### src/rtl/timer_irq_source.sv
// Game Boy DIV/TIMA/TMA/TAC timer block (FF04-FF07) with a level interrupt
// request that stays asserted until the interrupt controller acknowledges it.
module timer_irq_source #(
  parameter int unsigned PRESCALE = 1
) (
  input  logic        clock,
  input  logic        reset_n,
  input  logic [15:0] A,
  input  logic [7:0]  Di,
  output logic [7:0]  Do,
  input  logic        wr_n,
  input  logic        rd_n,
  input  logic        cs,
  output logic        int_req,
  input  logic        int_ack
);

  localparam int unsigned PW   = 8;
  localparam int unsigned DW   = 16;
  localparam int unsigned RW   = 8;
  localparam int unsigned TACW = 3;

  localparam logic [PW-1:0] PRESC_MAX = PW'(PRESCALE - 1);

  localparam logic [15:0] ADDR_DIV  = 16'hFF04;
  localparam logic [15:0] ADDR_TIMA = 16'hFF05;
  localparam logic [15:0] ADDR_TMA  = 16'hFF06;
  localparam logic [15:0] ADDR_TAC  = 16'hFF07;

  logic [PW-1:0]   presc_q,   presc_d;
  logic [DW-1:0]   div_q,     div_d;
  logic [RW-1:0]   tima_q,    tima_d;
  logic [RW-1:0]   tma_q,     tma_d;
  logic [TACW-1:0] tac_q,     tac_d;
  logic            sig_q,     sig_d;
  logic            int_req_q, int_req_d;
  logic [RW-1:0]   reg_out_q, reg_out_d;

  logic tick;
  logic wr_en, rd_en;
  logic wr_div, wr_tima, wr_tma, wr_tac;
  logic sel_bit;
  logic sig_now;
  logic sig_fall;
  logic tima_full;
  logic overflow;

  // Bus strobe decode; a write strobe masks a simultaneous read strobe
  always_comb begin
    wr_en   = cs & ~wr_n;
    rd_en   = cs & wr_n & ~rd_n;
    wr_div  = wr_en && (A == ADDR_DIV);
    wr_tima = wr_en && (A == ADDR_TIMA);
    wr_tma  = wr_en && (A == ADDR_TMA);
    wr_tac  = wr_en && (A == ADDR_TAC);
  end

  // Prescaler and free-running divider
  always_comb begin
    tick    = (presc_q == PRESC_MAX);
    presc_d = tick ? '0 : presc_q + PW'(1);
    if (wr_div) begin
      div_d = '0;
    end else if (tick) begin
      div_d = div_q + DW'(1);
    end else begin
      div_d = div_q;
    end
  end

  // Timer input select and falling-edge detect; DIV/TAC writes can create edges
  always_comb begin
    sel_bit = 1'b0;
    case (tac_q[1:0])
      2'b00:   sel_bit = div_q[9];
      2'b01:   sel_bit = div_q[3];
      2'b10:   sel_bit = div_q[5];
      2'b11:   sel_bit = div_q[7];
      default: sel_bit = 1'b0;
    endcase
    sig_now  = tac_q[2] & sel_bit;
    sig_d    = sig_now;
    sig_fall = sig_q & ~sig_now;
  end

  // TIMA/TMA/TAC update; CPU writes to TIMA beat the increment and reload
  always_comb begin
    tma_d     = wr_tma ? Di : tma_q;
    tac_d     = wr_tac ? Di[TACW-1:0] : tac_q;
    tima_full = (tima_q == 8'hFF);
    overflow  = sig_fall & tima_full & ~wr_tima;
    tima_d    = tima_q;
    if (wr_tima) begin
      tima_d = Di;
    end else if (sig_fall) begin
      // Reload sees a coincident TMA write through tma_d
      tima_d = tima_full ? tma_d : tima_q + RW'(1);
    end
  end

  // Interrupt request: a fresh overflow wins over a coincident acknowledge
  always_comb begin
    int_req_d = int_req_q;
    if (overflow) begin
      int_req_d = 1'b1;
    end else if (int_ack) begin
      int_req_d = 1'b0;
    end
  end

  // Registered read data; unmapped addresses hold the previous value
  always_comb begin
    reg_out_d = reg_out_q;
    if (rd_en) begin
      case (A)
        ADDR_DIV:  reg_out_d = div_q[15:8];
        ADDR_TIMA: reg_out_d = tima_q;
        ADDR_TMA:  reg_out_d = tma_q;
        ADDR_TAC:  reg_out_d = {5'b11111, tac_q};
        default:   reg_out_d = reg_out_q;
      endcase
    end
  end

  // State registers
  always_ff @(posedge clock or negedge reset_n) begin
    if (!reset_n) begin
      presc_q   <= '0;
      div_q     <= '0;
      tima_q    <= '0;
      tma_q     <= '0;
      tac_q     <= '0;
      sig_q     <= 1'b0;
      int_req_q <= 1'b0;
      reg_out_q <= '0;
    end else begin
      presc_q   <= presc_d;
      div_q     <= div_d;
      tima_q    <= tima_d;
      tma_q     <= tma_d;
      tac_q     <= tac_d;
      sig_q     <= sig_d;
      int_req_q <= int_req_d;
      reg_out_q <= reg_out_d;
    end
  end

  // Output drive; the data bus floats high when not selected
  always_comb begin
    Do      = cs ? reg_out_q : 8'hFF;
    int_req = int_req_q;
  end

endmodule

### config.mk
export PLATFORM = sky130hd
export DESIGN_NAME = timer_irq_source
export DESIGN_NICKNAME = d
export VERILOG_FILES = /design/src/rtl/timer_irq_source.sv
export SDC_FILE = /design/constraint.sdc
export NUM_CORES = 1
export LEC_CHECK = 0
export ABC_CLOCK_PERIOD_IN_PS = 2050
export CAP_MARGIN = 20
export CORE_MARGIN = 2
export CORE_UTILIZATION = 50
export CTS_CLUSTER_DIAMETER = 40
export DETAILED_ROUTE_END_ITERATION = 16
export PLACE_DENSITY = 0.72
export SLEW_MARGIN = 0
export SYNTH_ARGS = -nofsm -noshare
export SYNTH_HDL_FRONTEND = slang
export SYNTH_SLANG_ARGS = --single-unit
### constraint.sdc
create_clock -name clock -period 2.05 [get_ports clock]
set_input_delay 0.41 -clock clock [delete_from_list [all_inputs] [get_ports clock]]
set_output_delay 0.41 -clock clock [all_outputs]
set_load 0.005 [all_outputs]
==> results.json, run 1 <==
{
  "areaGrowthSynthToFinish_pct": 30.9,
  "criticalPathCategory": "primary input to register",
  "yosys-top-cells-area": "dfrtp_1 44%, nor2_1 5.5%, xnor2_1 4.4%, nand2_1 3.6%, mux2_2 2.6%",
  "cpPeakStageDelay_ns": 0.46,
  "holdBufCountCts": 0,
  "die-height_microns": 81.6,
  "dp_cells": 466,
  "clkPwrFrac": 0.359,
  "numCtsBuffers": 5,
  "slew_headroom": 0.557,
  "final_util": 0.673,
  "clock-sinks": 53,
  "final_cell_mix": "53 x dfrtp_1, 43 x nor2_1, 38 x buf_4, 36 x clkdlybuf4s50_1, 29 x nand2_1",
  "slew_viol_final": 0,
  "cp.arrival_ns": 2.22,
  "setup_viol": 0,
  "ant_nets": 0,
  "critPathSlowestCell": "clkdlybuf4s50_1",
  "clock_latency_ns": 0.31,
  "p_leak_nw": 1.73,
  "rsz0062_at_grt": "yes",
  "synth_area_sq_um": 3010,
  "synthCells": 331,
  "cts_htree_levels": 2,
  "combinationalPowerShare": 0.097,
  "rr_endpoint": "tima_q[0]",
  "cts.path.max_buffers": 2,
  "synth_nets": 365,
  "drtIter0Drc": 297,
  "regToRegSetupSlack_ns": 0.14,
  "root_buffer": "clkbuf_8",
  "hold_class": "primary input to asynchronous set/reset pin",
  "cts_tree": "done",
  "pin_count": 39,
  "worst_pin_slew_ns": 0.665,
  "layout_commonest_cell": "dfrtp_1",
  "fin_crit_sh": 0.981,
  "place.gp.congestion": 0.951,
  "seq_power_share": 0.544,
  "netlist-cell-type-count": 50,
  "path_max_fanout": 4,
  "grt_max_degree": 54,
  "final.setup.tns_ns": 0,
  "setup.worst_path.start": "A[4]",
  "coreArea_sq_um": 5850,
  "vias_per_cell": 5.79,
  "grt_first_pass_wirelength_mm": 12.0,
  "start_util": 0.514,
  "dr.pass1.iters": 4,
  "min_period_ns": 2.01,
  "path_cells": "clkdlybuf4s50_1, nor4bb_4, nand4_1, buf_4, o311ai_1, o211ai_1, o221a_2",
  "first_global_vias": 2576,
  "synth.avg_cell_area_sq_um": 9.09,
  "fillers": 475,
  "rows": 28,
  "status": "finished clean",
  "synth_ff_type": "dfrtp_1",
  "internal-power_mw": 1.53,
  "ys_async_sr_fraction": 1.00,
  "nNetsFinal": 435,
  "crit_path_end_kind": "register",
  "synth_edf_count": 0,
  "grtUsageTotal": 0.232,
  "switchingPower_uw": 460,
  "switching_share": 0.231,
  "routedWlPerCell_microns": 15.6,
  "wirelength_mm": 7.43,
  "grt_antenna_before_repair": 0,
  "maxCapViolations": 0,
  "synth_largest_area_cell": "dfrtp_1",
  "grt_overflow": 0,
  "vdd_drop_max_mv": 0.329,
  "clkSlewWorstSetupHoldPaths_ns": 0.10,
  "vias": 2757,
  "antenna_cells": 0,
  "post_dp_cell_area_sq_um": 3710,
  "final_design_area_no_fill_sq_um": 3940,
  "hold_viol_final": 0,
  "fin_skew_ns": 0.00951,
  "hpwl_mm": 5.40,
  "synth.top_cell.area_share": 0.441,
  "drc": 0,
  "p_per_area_nw_per_um2": 504,
  "die_w_microns": 81.6,
  "seq_area_frac_synth": 0.441,
  "power.total_mw": 1.99,
  "timing.fmax_mhz": 497,
  "drive_gt1_frac": 0.204,
  "r2r_start": "tima_q[0]",
  "io_buffers": 38,
  "reg2reg_depth": 6,
  "worstPathRequired_ns": 2.25,
  "startpoint_type": "primary input",
  "final_cells": 476,
  "ys_warn_count": 0,
  "die_area_sq_um": 6650,
  "synth-seq-cells": 53
}
==> worst max-delay path by stage <==
stage	depth (start not counted)	slack, ns	endpoint
finish	7	0.04	tima_q[2]
global route	7	-0.02	tima_q[2]
CTS	6	-0.01	tima_q[2]
detailed placement	7	-0.42	tima_q[7]
global placement	7	-0.28	tima_q[7]
floorplan	8	0.18	tima_q[2]
==> sequential cells by signal (all words and copies together), names as in the netlist <==
| name | cells |
|---|---|
| tac_q | 3 |
| tma_q | 8 |
| reg_out_q | 8 |
| sig_q | 1 |
| presc_q | 8 |
| div_q | 16 |
| tima_q | 8 |
| int_req | 1 |
==> critical path: cells and delay by family <==
kind / cells / cell delay (ns)
compound gates: 3 / 0.71
buf+inv: 2 / 0.64
simple gates: 2 / 0.46
==> cell type report <==
type                            instances  area [sq um]  area share
Inverter                               15          56.3      0.0143
Multi-Input combinational cell        247          1650       0.419
Clock inverter                          2          38.8     0.00984
Tap cell                               75          93.8      0.0238
Sequential cell                        53          1330       0.337
Timing Repair Buffer                   79           706       0.179
Clock buffer                            5          68.8      0.0175
==> per-layer routing <==
layer	routed length, microns	vias up	part of all wire	GRT usage
met5	0	-	0	0
met4	108	0	0.015	0.0700
met3	479	12	0.065	0.0418
met2	3570	96	0.48	0.369
met1	3270	1334	0.44	0.326
li1	-	1315	-	-
==> Yosys cell counts, drive strengths merged, types with 5 or more instances <==
master and n:
o21ai 15, nand3 15, nand4 7, nand2b 11, mux2 7, nor3 5
nor4 9, clkbuf 11, a21oi 7, buf 5, xnor2 15, nor2 44
nor2b 7, dfrtp 53, o41ai 8, inv 15, and3 8, a31oi 9
a211oi 6, nand2 29
==> what timing repair did <==
action	CTS	global route
resized for setup	3	23
setup endpoints to repair	23	47
pin swaps	0	1
buffers inserted	0	2
cloned	0	1
==> logic make-up after synthesis <==
kind of cell,after synthesis,share of synthesized area
simple gates,152,0.258
compound gates,63,0.152
flops,53,0.441
buf+inv,31,0.0407
xor+xnor,19,0.0553
mux,9,0.0370
fa+ha+maj,4,0.0166
==> through the flow <==
| step | hold WS (ns) | worst slack [ns] |
|---|---|---|
| final | 0.209 | 0.0386 |
| after global routing | 0.274 | -0.0191 |
| after floorplan | 0.114 | 0.184 |
| after CTS | 0.235 | -0.0116 |
| after detailed placement | 0.452 | -0.423 |
| after global placement | 0.453 | -0.282 |
==> power by group through the flow <==
| stage | clock network [mW] | logic (mW) | registers [mW] |
|---|---|---|---|
| 6_report | 0.713 | 0.194 | 1.08 |
| 5_1_grt | 0.768 | 0.212 | 1.08 |
| 4_1_cts | 0.729 | 0.188 | 1.08 |
| 3_5_place_dp | 0 | 0.186 | 1.10 |
| 3_3_place_gp | 0 | 0.182 | 1.10 |
| 2_1_floorplan | 0 | 0.0639 | 1.10 |
Note: power is estimated with default switching activity, not from simulation.
==> run 2, diff against run 1 <==
--- a/config.mk
+++ b/config.mk
@@ -9,9 +9,11 @@
 export CAP_MARGIN = 20
 export CORE_MARGIN = 2
 export CORE_UTILIZATION = 50
+export CTS_BUF_LIST = sky130_fd_sc_hd__clkbuf_4
 export CTS_CLUSTER_DIAMETER = 40
 export DETAILED_ROUTE_END_ITERATION = 16
-export PLACE_DENSITY = 0.72
+export DONT_BUFFER_PORTS = 1
+export PLACE_DENSITY = 0.69
 export SLEW_MARGIN = 0
 export SYNTH_ARGS = -nofsm -noshare
 export SYNTH_HDL_FRONTEND = slang
==> run 2 against run 1 <==
Effect of this change: non-clock buffer count down 58; core utilization decreased by 11 points; hold slack got worse by 0.10 ns; clock skew rose by 0.00071 ns; sequential share of layout area rose by 6.5 points; fmax is 4.5% higher; clock-buffer cell count unchanged; highest routed layer unchanged; power down 16%; clock power fell by 31%.
==> results.json, run 2 (synthesis results as in run 1) <==
{
  "grt_first_pass_wirelength_mm": 11.4,
  "grtUsageTotal": 0.223,
  "vias_per_cell": 5.90,
  "path_cells": "ha_1, and3_1, and3_2, and3_1, a211oi_1, o21ai_2",
  "fin_crit_sh": 0.939,
  "cts_tree": "done",
  "start_util": 0.514,
  "reg2reg_depth": 6,
  "clock_latency_ns": 0.38,
  "layout_commonest_cell": "dfrtp_1",
  "min_period_ns": 1.92,
  "clkSlewWorstSetupHoldPaths_ns": 0.16,
  "worst_pin_slew_ns": 0.421,
  "first_global_vias": 2274,
  "areaGrowthSynthToFinish_pct": 9.69,
  "min_path_cells": 1,
  "die_w_microns": 81.6,
  "die-height_microns": 81.6,
  "coreArea_sq_um": 5850,
  "timing.fmax_mhz": 520,
  "clkPwrFrac": 0.296,
  "hold_viol_final": 0,
  "ant_nets": 0,
  "drc": 0,
  "pin_count": 39,
  "drtIter0Drc": 105,
  "power.total_mw": 1.67,
  "crit_path_end_kind": "register",
  "grt_antenna_before_repair": 0,
  "min_from": "int_ack",
  "nNetsFinal": 377,
  "die_area_sq_um": 6650,
  "routedWlPerCell_microns": 16.3,
  "criticalPathCategory": "register to register",
  "rows": 28,
  "rsz0062_at_grt": "no",
  "numCtsBuffers": 5,
  "register_area_sq_um": 1330,
  "critPathBufInv": 0,
  "rr_endpoint": "tima_q[0]",
  "grt_max_degree": 54,
  "root_buffer": "clkbuf_4",
  "seq_power_share": 0.649,
  "multi_input_area_sq_um": 1560,
  "path_delay_family": "simple AND/OR/NAND/NOR gates",
  "largest_reg_flops": 16,
  "cts.path.max_buffers": 2,
  "cpMostUsedCell": "and3_1",
  "r2r_start": "tima_q[1]",
  "combinationalPowerShare": 0.055,
  "final_cell_mix": "53 x dfrtp_1, 44 x nor2_1, 29 x nand2_1, 17 x buf_4",
  "p_per_area_nw_per_um2": 505,
  "switching_share": 0.259,
  "setup_viol": 0,
  "hold_class": "primary input to register",
  "clock-sinks": 53,
  "antenna_cells": 0,
  "fillers": 534,
  "dr.pass1.iters": 4,
  "cp.arrival_ns": 2.21,
  "slew_headroom": 0.717,
  "io_buffers": 0,
  "cpPeakStageDelay_ns": 0.42,
  "worstPathRequired_ns": 2.34,
  "internal-power_mw": 1.23,
  "switchingPower_uw": 431,
  "hold-path-endpoint": "int_req",
  "critPathSlowestCell": "dfrtp_1",
  "cts_htree_levels": 2,
  "startpoint_type": "register",
  "slew_viol_final": 0,
  "maxCapViolations": 0,
  "wirelength_mm": 6.82,
  "p_leak_nw": 1.42,
  "vdd_drop_max_mv": 0.286,
  "fin_skew_ns": 0.0102,
  "status": "finished clean",
  "regToRegSetupSlack_ns": 0.13,
  "hpwl_mm": 5.02,
  "final.setup.tns_ns": 0,
  "vias": 2474,
  "place.gp.congestion": 0.916,
  "drive_gt1_frac": 0.145,
  "top_register": "div_q",
  "grt_overflow": 0,
  "path_max_fanout": 11
}
## run 2: final cells by class
class / instances / area share
clock buffers: 5 / 0.0114
clock inverters: 3 / 0.00607
inverters: 15 / 0.0171
multi-input cells: 247 / 0.473
flip-flops and latches: 53 / 0.402
well taps: 75 / 0.0284
repair buffers: 21 / 0.0622
## run 2: worst max-delay path by stage
| stage | from | endpoint | slack [ns] | depth (start not counted) |
|---|---|---|---|---|
| 2_1_floorplan | tima_q[0] | tima_q[2] | 0.18 | 8 |
| 3_3_place_gp | A[4] | reg_out_q[1] | 0.09 | 6 |
| 3_5_place_dp | A[4] | reg_out_q[2] | 0.06 | 6 |
| 4_1_cts | tima_q[1] | tima_q[0] | 0.11 | 6 |
| 5_1_grt | tima_q[1] | tima_q[0] | 0.008 | 6 |
| 6_report | tima_q[1] | tima_q[0] | 0.13 | 6 |
## run 2: worst reg2reg max path, stage by stage (launching register included)
cell,delay (ns)
dfrtp_1,0.42
ha_1,0.23
and3_1,0.27
and3_2,0.31
and3_1,0.20
a211oi_1,0.31
o21ai_2,0.08
## run 2: power groups by stage
stage	clock network (mW)	logic, mW	registers, mW
after detailed placement	0	0.0636	1.10
after floorplan	0	0.0639	1.10
after global placement	0	0.0620	1.10
after global routing	0.549	0.105	1.09
final	0.493	0.0913	1.08
after CTS	0.502	0.0930	1.08
## run 2: per-stage QoR
stage | cell area, sq um | setup slack, ns | hold slack, ns | instances | util
after detailed placement | 3200 | 0.0633 | 0.116 | 408 | 0.546
final | 3300 | 0.126 | 0.105 | 419 | 0.564
after CTS | 3290 | 0.107 | 0.101 | 418 | 0.563
after global placement | 3200 | 0.0931 | 0.115 | 408 | 0.546
after global routing | 3300 | 0.00828 | 0.109 | 419 | 0.564
after floorplan | 3010 | 0.184 | 0.114 | 331 | -
## run 2: metal layers
metal	up-vias	global-route usage	routed length [microns]
li1	1203	-	-
met3	16	0.0484	374
met4	0	0.0700	123
met1	1194	0.327	3280
met2	61	0.328	3050
met5	-	0	0
## run 2: timing repair
item,CTS,global route
endpoints found under the setup margin,0,5
hold endpoints to repair,53,0
hold buffers,2,0
buffers inserted,0,1
gates resized for setup,0,1
==> run 3, diff against run 2 <==
--- a/config.mk
+++ b/config.mk
@@ -10,7 +10,7 @@
 export CORE_MARGIN = 2
 export CORE_UTILIZATION = 50
 export CTS_BUF_LIST = sky130_fd_sc_hd__clkbuf_4
-export CTS_CLUSTER_DIAMETER = 40
+export CTS_CLUSTER_DIAMETER = 100
 export DETAILED_ROUTE_END_ITERATION = 16
 export DONT_BUFFER_PORTS = 1
 export PLACE_DENSITY = 0.69
==> results of run 3 <==
Same layout as run 2: the final DEF is identical, and so are final timing and power.
==> variant 1, RTL diff (settings of run 2) <==
The localparam `PW` goes from 8 to 9.
--- a/src/rtl/timer_irq_source.sv
+++ b/src/rtl/timer_irq_source.sv
@@ -16,5 +16,5 @@
 );
 
-  localparam int unsigned PW   = 8;
+  localparam int unsigned PW   = 9;
   localparam int unsigned DW   = 16;
   localparam int unsigned RW   = 8;
Function: no difference found for any inputs over 10 cycles, from zero or initial values and one cycle with reset_n low; that may be too few to reach the edited logic, so the function may still have changed.
==> variant 1 against run 2 <==
Clock power shrank 6.9%. Total power grew 0.14%. Worst setup slack gained 0.020 ns. Combinational power grew 15%. Routed wire length grew 1.6%. Final area shrank 1.3%. Sequential share of layout area grew 1.3 points. Global-route usage grew 0.13 points. Synthesized area grew 1.1%. Count of clock-buffer cells in the layout is the same. Sequential cell count grew 1. First-iteration DRC count grew 73%. Largest cell class unchanged.
==> variant 1: results (changes against run 2) <==
status finished, final reports clean; xor-xnor portion of the synthesized cell area 6.908% (+1.4 points); reg2reg end tima_q[7]$_DFFE_PN0P_; synth top area cells dfrtp_1 (44%), xnor2_1 (6.0%), nor2_1 (5.1%); peak supply drop 0.0003557 V (+25%); R2R Setup Slk 0.15 ns (+0.02 ns); M1 wire length 3.323 mm (+1.4%); CP Max Fanout 7 (-4); vias per inst 6.029 (+2.1%); Initial DRC Count 182 (+73%); CP top delay family compound AO/OA/AOI/OAI gates; adder-cell share of the synthesized area 1.645% (-0.018 points); CP arrival 2.15 ns (-0.06 ns); antenna cell count 0 (unchanged); Cell variety after synth 51 (+2.0%); final net count 366 (-2.9%); commonest register cell after synthesis dfrtp_1; global routing's busiest layer met2; post-synthesis compound-gate area fraction 15.13% (-0.045 points); RR Startpoint div_q[7]$_DFFE_PN0P_; met3 usage 4.396% (-0.44 points); first-pass GRT wire length 11.56 mm (+1.5%); met2 usage 35.85% (+3.1 points); Synthesized Nets 363 (-0.55%); Worst-path clk slew 0.16 ns (about the same); pre-CTS WS 0.1423 ns (+0.07901 ns); Tmin final 1.904 ns (-0.01970 ns); worst slew pin tran 0.3922 ns (-0.02853 ns); dpl hpwl 4.991 mm (-0.64%); mux contribution to synthesized area 2.179% (-1.5 points); reg2reg path depth 5 (-1); peak per-stage delay on the critical path 0.54 ns (+0.12 ns); Regs by FF count div_q: 16 flops, presc_q: 9 flops; vias in the first global route 2405 (+5.8%); wire length on met3 333 microns (-11%); Slowest cell on crit path mux4_2; placer congestion estimate 0.8365 (-8.7%); Synth top cells by count dfrtp_1 (54), nor2_1 (41), nand2_1 (29); share of cells above drive strength 1 7.508% (-7.0 points); Skew-Pair Late Insertion Delay 0.38 ns (about the same); dpl cell area 3149 sq um (-1.5%); placed insts 396 (-2.9%); Hold WS 0.1076 ns (+0.002367 ns); routed length per instance 16.99 microns (+4.3%); Internal Pwr Total 1.254 mW (+1.5%); Non-Filler Instances 408 (-2.6%); Static Leak 1.426 nW (+0.27%); part of the Yosys area used for sequential elements 44.41% (+0.33 points); met2 wire len 3.207 mm (+5.1%); grt met1 use 31.53% (-1.2 points); largest net degree at the start of global routing 55 (+1.9%); GR Util All Layers 22.39% (+0.13 points); cell count after synthesis 329 (-0.60%); Pre-antenna DRT Iters 5 (+1); Num CTS Buffers 5 (unchanged); final clock skew 0.01777 ns (+0.007542 ns)
variant 1: cell families after synthesis:
logic type	count (synthesis)
and+or+nand+nor	148
AOI/OAI and AO/OA	64
buffers and inverters	30
DFF	54
adders and majority gates	4
muxes	5
xor gates and xnor gates	24
variant 1: power by group through the flow:
| stage | registers [mW] | logic [mW] | clock network, mW |
|---|---|---|---|
| after CTS | 1.10 | 0.107 | 0.475 |
| after global routing | 1.11 | 0.122 | 0.516 |
| after global placement | 1.12 | 0.0748 | 0 |
| final | 1.10 | 0.105 | 0.459 |
| after floorplan | 1.12 | 0.0734 | 0 |
| after detailed placement | 1.12 | 0.0762 | 0 |
variant 1: final cells by class:
type	count	area (sq um)
clock buffer	5	37.54
clock inverter	3	16.27
fill	530	2629
sequential	54	1351
tap	75	93.84
multi-input combinational	245	1572
timing repair buffer	11	130.1
inverter	15	56.30
==> variant 2, RTL diff (config.mk and constraints of run 2) <==
Made on the original files. Reset style: synchronous (`reset_n`), changed in one clocked block.
--- a/src/rtl/timer_irq_source.sv
+++ b/src/rtl/timer_irq_source.sv
@@ -124,5 +124,5 @@
 
   // State registers
-  always_ff @(posedge clock or negedge reset_n) begin
+  always_ff @(posedge clock) begin
     if (!reset_n) begin
       presc_q   <= '0;
Formal check against the unedited RTL: differs if reset_n is asserted again (counterexample within 4 cycles, from zero or initial values and one cycle with reset_n low); with reset_n held inactive, the same outputs for 10 cycles.
==> variant 2 against run 2 <==
Sequential cell count unchanged. Routed wire length decreased by 1.5%. Largest power group unchanged. Critical endpoint is now tima_q[5]$_SDFFE_PN0P_. Via count increased by 1.6%. Final area decreased by 3.9%. Die area decreased by 4.7%. Synthesized area decreased by 4.9%. Synthesized cell count increased by 5.4%. Highest routed layer unchanged. First-iteration DRC count increased by 100%. Cell count increased by 4.3%. Worst setup slack got worse by 0.00060 ns. Total power decreased by 4.5%.
==> variant 2: results (changes against run 2) <==
first-pass GRT wire length 10.89 mm (-4.4%); Skew-Pair Late Insertion Delay about 0.37 ns; Post-synth ARST share 0% (-100 points); dpl cell area 3084 sq um (-3.5%); dpl hpwl 5.052 mm (+0.57%); status finished, final reports clean; CP arrival 2.23 ns (+0.02 ns); Non-Filler Instances 437 (+4.3%); HP Start reset_n; pre-CTS WS -0.2712 ns (-0.3345 ns); Synth top cells by count dfxtp_1 (53), nand2_1 (47), nor2_1 (39); crit path launch A[4]; worst slew pin tran 0.5291 ns (+0.1084 ns); share of cells above drive strength 1 14.25% (-0.29 points); clk buf depth 2 (unchanged); Filler cells 517 (-3.2%); Synthesized Nets 383 (+4.9%); Pre-antenna DRT Iters 4 (unchanged); final net count 398 (+5.6%); GR Util All Layers 21.95% (-0.31 points); RR Startpoint tac_q[1]$_SDFFE_PN0P_; Cell variety after synth 54 (+8.0%); Root Driver clkbuf_4; antenna cell count 0 (unchanged); CP Max Fanout 12 (+1); placer congestion estimate 0.9177 (+0.19%); Vias 2513 (+1.6%); Static Leak 1.097 nW (-23%); commonest register cell after synthesis dfxtp_1; CTS Hold Bufs 0 (-2); Worst-path clk slew 0.16 ns (about the same); placed insts 428 (+4.9%); Routed WL 6.719 mm (-1.5%); part of the Yosys area used for sequential elements 37.08% (-7.0 points); largest net degree at the start of global routing 17 (-69%); cell count after synthesis 349 (+5.4%); vias in the first global route 2253 (-0.92%); most flop-heavy register div_q; Initial DRC Count 210 (+100%); initial antenna violation count 0 (unchanged); final clock skew 0.02359 ns (+0.01336 ns); Num CTS Buffers 5 (unchanged); synth top area cells dfxtp_1 (37%), nand2_1 (6.2%), a21oi_1 (5.8%); peak supply drop 0.0003736 V (+31%); YS warnings 0 (unchanged)
[variant 2: area by class of cell]
cell class	instances	area [sq um]	area share, %
Multi-Input combinational cell	272	1728	54.46
Timing Repair Buffer	27	215.2	6.782
Clock buffer	7	52.55	1.656
Tap cell	72	90.09	2.839
Clock inverter	1	7.507	0.2366
Sequential cell	53	1061	33.44
Inverter	5	18.77	0.5915
[variant 2: cell families after synthesis]
logic type	synth area share (%)
muxes	2.799
and+or+nand+nor	28.42
xor gates and xnor gates	7.652
AOI/OAI and AO/OA	18.54
buffers and inverters	3.760
DFF	37.08
adders and majority gates	1.749
[variant 2: worst paths after layout]
check	cells after the start	slack [ns]	endpoint
worst max-delay path	6	0.13	tima_q[5]$_SDFFE_PN0P_
worst min-delay path	1	0.14	int_req$_SDFFE_PN0P_
worst max register to register	5	0.23	tima_q[2]$_SDFFE_PN0P_
worst min register to register	2	0.46	reg_out_q[6]$_SDFFE_PN0P_
[variant 2: power by group]
| group | internal, mW | switching [mW] |
|---|---|---|
| registers | 1.04 | 0.00395 |
| clock network | 0.163 | 0.319 |
| logic | 0.0291 | 0.0408 |
[variant 2: layer usage]
metal	global-route usage, %	up-vias	routed length (microns)
met1	29.30	1150	3005
met5	0	-	0
met4	7.414	0	82
met3	3.733	9	350
met2	35.88	74	3280
li1	-	1280	-
[variant 2: worst max-delay path, stage by stage]
cell,delay [ns]
or4b_4,0.54
or4_4,0.54
buf_4,0.23
o21ai_2,0.19
nor2_1,0.08
a311oi_1,0.24
[variant 2: what timing repair did]
action | in CTS | in global routing
resized for setup | 0 | 3
buffers inserted | 0 | 1
endpoints found under the setup margin | 0 | 3
